<file path="src/rtl/pwm_decoder.sv">
// PWM duty decoder: measures rise-to-rise period and high time of an
// asynchronous PWM line and reports the quantized duty or a period error.
module pwm_decoder #(
    parameter int BITS        = 4,
    parameter int TIMER_DELAY = 10
) (
    input  logic          clk,
    input  logic          rstn,
    input  logic          pwm_in,
    output logic [BITS:0] duty_out,
    output logic          duty_valid,
    output logic          period_err
);

    localparam int FULL = 2 ** BITS;
    localparam int P    = FULL * TIMER_DELAY;
    localparam int TMO  = P + TIMER_DELAY;
    localparam int TOL  = TIMER_DELAY / 2;
    localparam int CW   = $clog2(TMO + 1);

    typedef enum logic [1:0] {
        UNSYNC,
        HIGH,
        LOW
    } state_t;

    state_t        state;
    logic          sync1;
    logic          sync2;
    logic          prev;
    logic [CW-1:0] period_cnt;
    logic [CW-1:0] high_cnt;

    logic          rise;
    logic          fall;
    logic          timeout;
    logic          in_tol;
    logic [CW:0]   period_len;
    logic [CW:0]   hsum;
    logic [CW:0]   quot;
    logic [BITS:0] duty_calc;

    assign rise = sync2 & ~prev;
    assign fall = ~sync2 & prev;

    // Counter holds T-1 on the closing rise, so add one for the true length.
    assign period_len = {1'b0, period_cnt} + (CW + 1)'(1);
    assign timeout    = (period_cnt == CW'(TMO - 1));
    assign in_tol     = (period_len >= (CW + 1)'(P - TOL)) &&
                        (period_len <= (CW + 1)'(P + TOL));

    assign hsum      = {1'b0, high_cnt} + (CW + 1)'(TOL);
    assign quot      = hsum / (CW + 1)'(TIMER_DELAY);
    assign duty_calc = (quot > (CW + 1)'(FULL)) ? (BITS + 1)'(FULL)
                                                : quot[BITS:0];

    always_ff @(posedge clk or negedge rstn) begin
        if (!rstn) begin
            state      <= UNSYNC;
            sync1      <= 1'b0;
            sync2      <= 1'b0;
            prev       <= 1'b0;
            period_cnt <= '0;
            high_cnt   <= '0;
            duty_out   <= '0;
            duty_valid <= 1'b0;
            period_err <= 1'b0;
        end else begin
            sync1      <= pwm_in;
            sync2      <= sync1;
            prev       <= sync2;
            duty_valid <= 1'b0;
            period_err <= 1'b0;
            if (rise) begin
                if (state != UNSYNC) begin
                    if (in_tol) begin
                        duty_out   <= duty_calc;
                        duty_valid <= 1'b1;
                    end else begin
                        period_err <= 1'b1;
                    end
                end
                state      <= HIGH;
                period_cnt <= '0;
                high_cnt   <= '0;
            end else if (timeout) begin
                // Static line: report it as fully on or fully off.
                duty_out   <= sync2 ? (BITS + 1)'(FULL) : '0;
                duty_valid <= 1'b1;
                period_cnt <= '0;
                high_cnt   <= '0;
                state      <= UNSYNC;
            end else begin
                period_cnt <= period_cnt + CW'(1);
                case (state)
                    HIGH: begin
                        high_cnt <= high_cnt + CW'(1);
                        if (fall) state <= LOW;
                    end
                    UNSYNC, LOW: ;
                    default: state <= UNSYNC;
                endcase
            end
        end
    end

endmodule
</file>
<file path="config.mk">
export PLATFORM = sky130hd
export DESIGN_NAME = pwm_decoder
export DESIGN_NICKNAME = d
export VERILOG_FILES = /design/src/rtl/pwm_decoder.sv
export SDC_FILE = /design/constraint.sdc
export NUM_CORES = 1
export LEC_CHECK = 0
export BUFFER_PORTS_ARGS = -buffer_cell sky130_fd_sc_hd__buf_2
export CORE_UTILIZATION = 65
export CTS_CLUSTER_SIZE = 24
export DETAILED_ROUTE_END_ITERATION = 6
export GPL_ROUTABILITY_DRIVEN = 0
export PLACE_DENSITY_LB_ADDON = 0.08
export SYNTH_ARGS = -nofsm -noshare
export SYNTH_HDL_FRONTEND = slang
export SYNTH_SLANG_ARGS = --single-unit
</file>
<file path="constraint.sdc">
create_clock -name clk -period 3.7 [get_ports clk]
set_input_delay 0.185 -clock clk [delete_from_list [all_inputs] [get_ports clk]]
set_output_delay 0.185 -clock clk [all_outputs]
set_load 0.02 [all_outputs]
</file>
== Word level (Yosys, flattened, before mapping) ==
Cells that the tools add are included.

* Bits in read-only memories: 0
* Input bits: 3
* Output and inout bits: 7
* Memories kept: 0
* Word-level logic and storage cells: 58
* Bits in latches: 0
* RAM bits: 0
* Flip-flop bits (word level): 28

* Bitwise operators: 4
* Magnitude comparators: 3
* Reductions and logical operators: 8
* Multiply operators: 0
* Eq/ne operators: 7
* Mux-type cells: 22
* Shift operators: 0
* $add $sub $neg: 4
* Div/mod/pow operators: 1

{| class="wikitable"
|+ Operators with widths
! kind !! count
|-
| 2-to-1 mux 8 bit || 5
|-
| 2-to-1 mux 5 bit || 6
|-
| adder 8 x 1 -> 8 bit, second input constant || 2
|-
| adder 8 x 1 -> 9 bit, second input constant || 1
|-
| adder 8 x 3 -> 9 bit, second input constant || 1
|-
| divider 9 x 4 -> 9 bit, second input constant || 1
|-
| >= comparator 9 x 8 -> 1 bit, second input constant || 1
|-
| > comparator 9 x 5 -> 1 bit, second input constant || 1
|-
| less-or-equal comparator 9 x 8 -> 1 bit, second input constant || 1
|-
| == test 8 bit, second input constant || 1
|-
| 2-to-1 mux 1 bit || 7
|-
| 2-to-1 mux 2 bit || 3
|-
| inequality test 2 x 1 -> 1 bit, second input constant || 2
|-
| inequality test 4 bit, second input constant || 1
|-
| one-hot mux 2 bit (2 select lines) || 1
|-
| nonzero test 2 bit || 2
|-
| inequality test 3 bit, second input constant || 1
|-
| AND reduction 3 bit || 1
|-
| nonzero test 3 bit || 1
|-
| AND 1 bit || 2
|-
| == test 2 x 1 -> 1 bit, second input constant || 1
|-
| == test 2 bit, second input constant || 1
|-
| logical NOT 2 bit || 1
|-
| NOT 1 bit || 2
|-
| 3 further kinds || 3
|}

== Logic depth before layout (Yosys ltp) ==
* Word-level depth: 7
* Mapped depth: 9
* Gate-level depth less buffers: 8

== Worst setup path before layout ==
OpenSTA, ideal clock, no wires.

* Kind: flip-flop to flip-flop
* Start point: register high_cnt[0]
* End point: register duty_out[1]
* Slack: 1.453 ns
* Buffers on the path: 1
* Period minus slack after synthesis: 2.247 ns
* Cell stages (with the launch flop): 10
* Required time: 3.579 ns
* Data arrival time: 2.126 ns
* Cells stage by stage: dfrtp_1 ha_1 buf_6 a211oi_4 nor3_1 o32ai_2 a21oi_2 maj3_1 a21o_1 a22o_1

* Longest elaborated chain between the ends: 7

{| class="wikitable"
|+ Ends and longest elaborated chain
! element !! line !! RTL
|-
| start, declared || 32 || <nowiki>logic [CW-1:0] high_cnt;</nowiki>
|-
| start signal, assigned || 97 || <nowiki>high_cnt <= high_cnt + CW'(1);</nowiki>
|-
| adder 8 x 3 -> 9 bit (*) || 52 || <nowiki>assign hsum = {1'b0, high_cnt} + (CW + 1)'(TOL);</nowiki>
|-
| divider 9 x 4 -> 9 bit (*) || 53 || <nowiki>assign quot = hsum / (CW + 1)'(TIMER_DELAY);</nowiki>
|-
| > comparator 9 x 5 -> 1 bit || 54 || <nowiki>assign duty_calc = (quot > (CW + 1)'(FULL)) ? (BITS + 1)'(FULL)</nowiki>
|-
| 2-to-1 mux 5 bit (*) || 54 ||
|-
| 2-to-1 mux 5 bit (*) || 76 || <nowiki>if (in_tol) begin</nowiki>
|-
| 2-to-1 mux 5 bit (*) || 75 || <nowiki>if (state != UNSYNC) begin</nowiki>
|-
| 2-to-1 mux 5 bit (*) || 74 || <nowiki>if (rise) begin</nowiki>
|-
| end signal, assigned || 77 || <nowiki>duty_out <= duty_calc;</nowiki>
|-
| end signal, assigned || 88 || <nowiki>duty_out <= sync2 ? (BITS + 1)'(FULL) : '0;</nowiki>
|-
| end, declared || 10 || <nowiki>output logic [BITS:0] duty_out,</nowiki>
|}

Mark *: on every way between the ends. The rest lies on a longest branch, timed or not. The select of a mux whose other input is x is not followed.
A chain may end at the register's enable or synchronous reset.

== Final worst setup path ==
Same ends and word-level chain as after synthesis.

==> results_dict.tcl <==
set metrics [dict create \
    dp_hpwl_mm 3.21 \
    post_cts_resized 0 \
    reg2reg_slack_ps 890 \
    status "finished, final reports clean" \
    synth_top_family_by_area "simple AND/OR/NAND/NOR gates" \
    finalHoldViolCount 0 \
    ant_nets 0 \
    powerDensity_nw_per_um2 430 \
    grt_first_pass_wirelength_mm 7.41 \
    fp.dieH_um 59.8 \
    tightest_slew_ps 678 \
    cts_max_level 1 \
    period_share_pct 76.0 \
    vias 1780 \
    wl_met2_mm 2.16 \
    hold_ws_ps 383 \
    core-area_um2 3100 \
    cp-end-kind "register" \
    syn_area_um2 2170 \
    reg2reg_to "duty_out[1]" \
    fmax_mhz 356 \
    worstRegToRegCells 8 \
    startpoint_type "register" \
    die_x_um 59.8 \
    crit_start "high_cnt[0]" \
    clkTransAtPathRegs_ps 150 \
    diodes 0 \
    cap_violations 0 \
    synth-adder-area-share_pct 4.49 \
    drtIter0Drc 104 \
    synth_compound_area_share_pct 22.3 \
    drive_gt1_share_pct 14.7 \
    synthFlopType "dfrtp_1" \
    slew_viol_final 0 \
    cp.required_ps 3980 \
    gr-usage-all-layers_pct 27.8 \
    critical_path_class "register to register" \
    leakagePower_nw 0.960 \
    synth_simple_gate_area_share_pct 23.0 \
    cts_tree "built" \
    fp.dieArea_um2 3580 \
    avgSynthCellArea_um2 9.13 \
    synth.top_cells.by_area "dfrtp_1 32%, xnor2_1 6.0%, nor2_1 5.4%, ha_1 4.0%, clkbuf_8 3.2%" \
    ys_types 65 \
    finalSetupTns_ps 0 \
    wl_met1_mm 1.97 \
    cts_num_sinks 28 \
    grt_max_degree 29 \
    clock-skew-final_ps 3.56 \
    synth.area.mux_share_pct 1.84 \
    start_util_pct 70.0 \
    overflow 0 \
    setup_viol 0 \
    syn_inst 238 \
    met3_length_um 167 \
    ys_ff_latch 28 \
    relSlewSlack_pct 54.8 \
    grt_pass1_vias 1630 \
    antenna_found_initial 0 \
    synth_edf_count 0 \
    rsz0062_at_grt "no" \
    highest_layer "met4" \
    period_needed_ps 2810 \
    endpoint "duty_out[1]" \
    synth_top_area_share_pct 32.2 \
    clk_path_buf_depth 2 \
    critPathArrivalTime_ps 3090 \
    wirelength_mm 4.38 \
    numPortBuffers 9 \
    ioPinCount 10 \
    routed_via_density 6.31 \
    area_growth_pct 1.38 \
    synth_top_cell_by_area "dfrtp_1" \
    worst_skew_pair.late_latency_ps 330 \
    drt_pass1_iterations 4 \
    numCtsBuffers 3 \
    ys_async_sr_fraction_pct 100 \
    wl_per_cell_um 15.5 \
    rr_startpoint "high_cnt[0]" \
    core.rowCount 20 \
    ys_seq_area_share_pct 32.2 \
    hp-class "register to register" \
    clockRootBuffer "clkbuf_4" \
    drc 0 \
    irDropWorstVdd_mv 0.317 \
    yosysMostFrequentCell "nor2_1" \
    yosys-top-cells-count "31 x nor2_1, 28 x dfrtp_1, 15 x xnor2_1" \
    synth-xor-area-share_pct 7.66 \
    syn_nets 248 \
    nets 249 \
    crit_fanout 14 \
    synth_warnings 0 \
]
[worst min-delay path by stage]
stage	startpoint	to	slack, ps	cells past startpoint
6_report	sync1	sync2	380	0
5_1_grt	sync1	sync2	390	0
4_1_cts	sync1	sync2	390	0
3_5_place_dp	rstn	period_cnt[1]	240	1
3_3_place_gp	rstn	period_cnt[1]	220	1
2_1_floorplan	rstn	duty_out[0]	-110	0
[registers in the layout, indices dropped and copies added (netlist names)]
signal      count
high_cnt        8
period_cnt      8
duty_out        5
state           2
duty_valid      1
period_err      1
prev            1
sync1           1
sync2           1
[placed cells by master, fill, tap and decap left out, types with 2 or more instances in the layout]
master	Yosys	layout
nor2_1	31	31
a21oi_1	7	7
o21ai_1	2	2
nand3_1	12	12
nor2b_1	5	5
o21ai_0	8	8
nor4b_1	2	2
a31oi_1	4	4
a21o_2	2	2
mux2i_1	4	4
dlygate4sd3_1	0	2
nor3_1	6	6
o31ai_1	2	2
ha_1	7	7
inv_1	11	11
nand4_1	5	5
or4_1	2	2
o311ai_2	2	2
xor2_1	4	4
clkbuf_4	0	3
xnor2_1	15	15
a21boi_0	3	3
or3_1	2	2
o22ai_1	2	2
and3_1	4	4
dfrtp_1	28	28
nand2b_1	4	4
nand2_1	11	11
a22o_1	4	4
a211oi_1	2	2
buf_2	2	9
[kinds of logic (layout without fill, tap and decap cells)]
family / Yosys count / count (layout)
AND/OR/NAND/NOR: 95 / 95
adder cells (fa/ha/maj): 8 / 8
AO/OA/AOI/OAI: 58 / 58
buffers and inverters: 26 / 26
XOR/XNOR: 19 / 19
flip-flops: 28 / 28
multiplexers: 4 / 4
[stage by stage]
stage | instances | worst slack [ps] | instance area (um^2) | power, mW | utilization, %
after global routing | 282 | 695 | 2200 | 1.01 | 71.0
final | 282 | 888 | 2200 | 0.947 | 71.0
after floorplan | 238 | 1450 | 2170 | 0.705 | -
after detailed placement | 276 | 928 | 2130 | 0.746 | 68.7
after CTS | 282 | 912 | 2200 | 0.951 | 71.0
after global placement | 276 | 1050 | 2130 | 0.732 | 68.7
[area by class of cell]
type                            count  area, um^2
Multi-Input combinational cell    184        1290
Fill cell                         273         900
Sequential cell                    28         701
Timing Repair Buffer               11        65.1
Tap cell                           44        55.1
Inverter                           11        41.3
Clock inverter                      1        30.0
Clock buffer                        3        22.5
[power by group]
| part | internal (mW) | switching (mW) | leakage [nW] |
|---|---|---|---|
| Combinational | 0.138 | 0.187 | 0.559 |
| Clock | 0.110 | 0.0918 | 0.0279 |
| Sequential | 0.339 | 0.0812 | 0.373 |
| Total | 0.587 | 0.360 | 0.960 |
[timing repair]
| item | CTS | global route |
|---|---|---|
| endpoints found under the hold margin | 29 | 0 |
| hold buffers | 2 | 0 |
| setup buffers | 0 | 0 |
[layer usage]
layer | track usage [%] | vias up
li1 | - | 857
met2 | 45.6 | 39
met1 | 36.2 | 873
met5 | 0 | -
met3 | 4.55 | 11
met4 | 12.0 | 0
[worst max-delay path, stage by stage, from the launching register on]
cell and delay [ps]:
dfrtp_1 660, ha_1 600, o21a_4 240, xnor2_1 100, or3_1 370, a32o_2 320, o31ai_1 250, a21o_1 110
a22o_1 110
(Power assumes the default switching activity.)
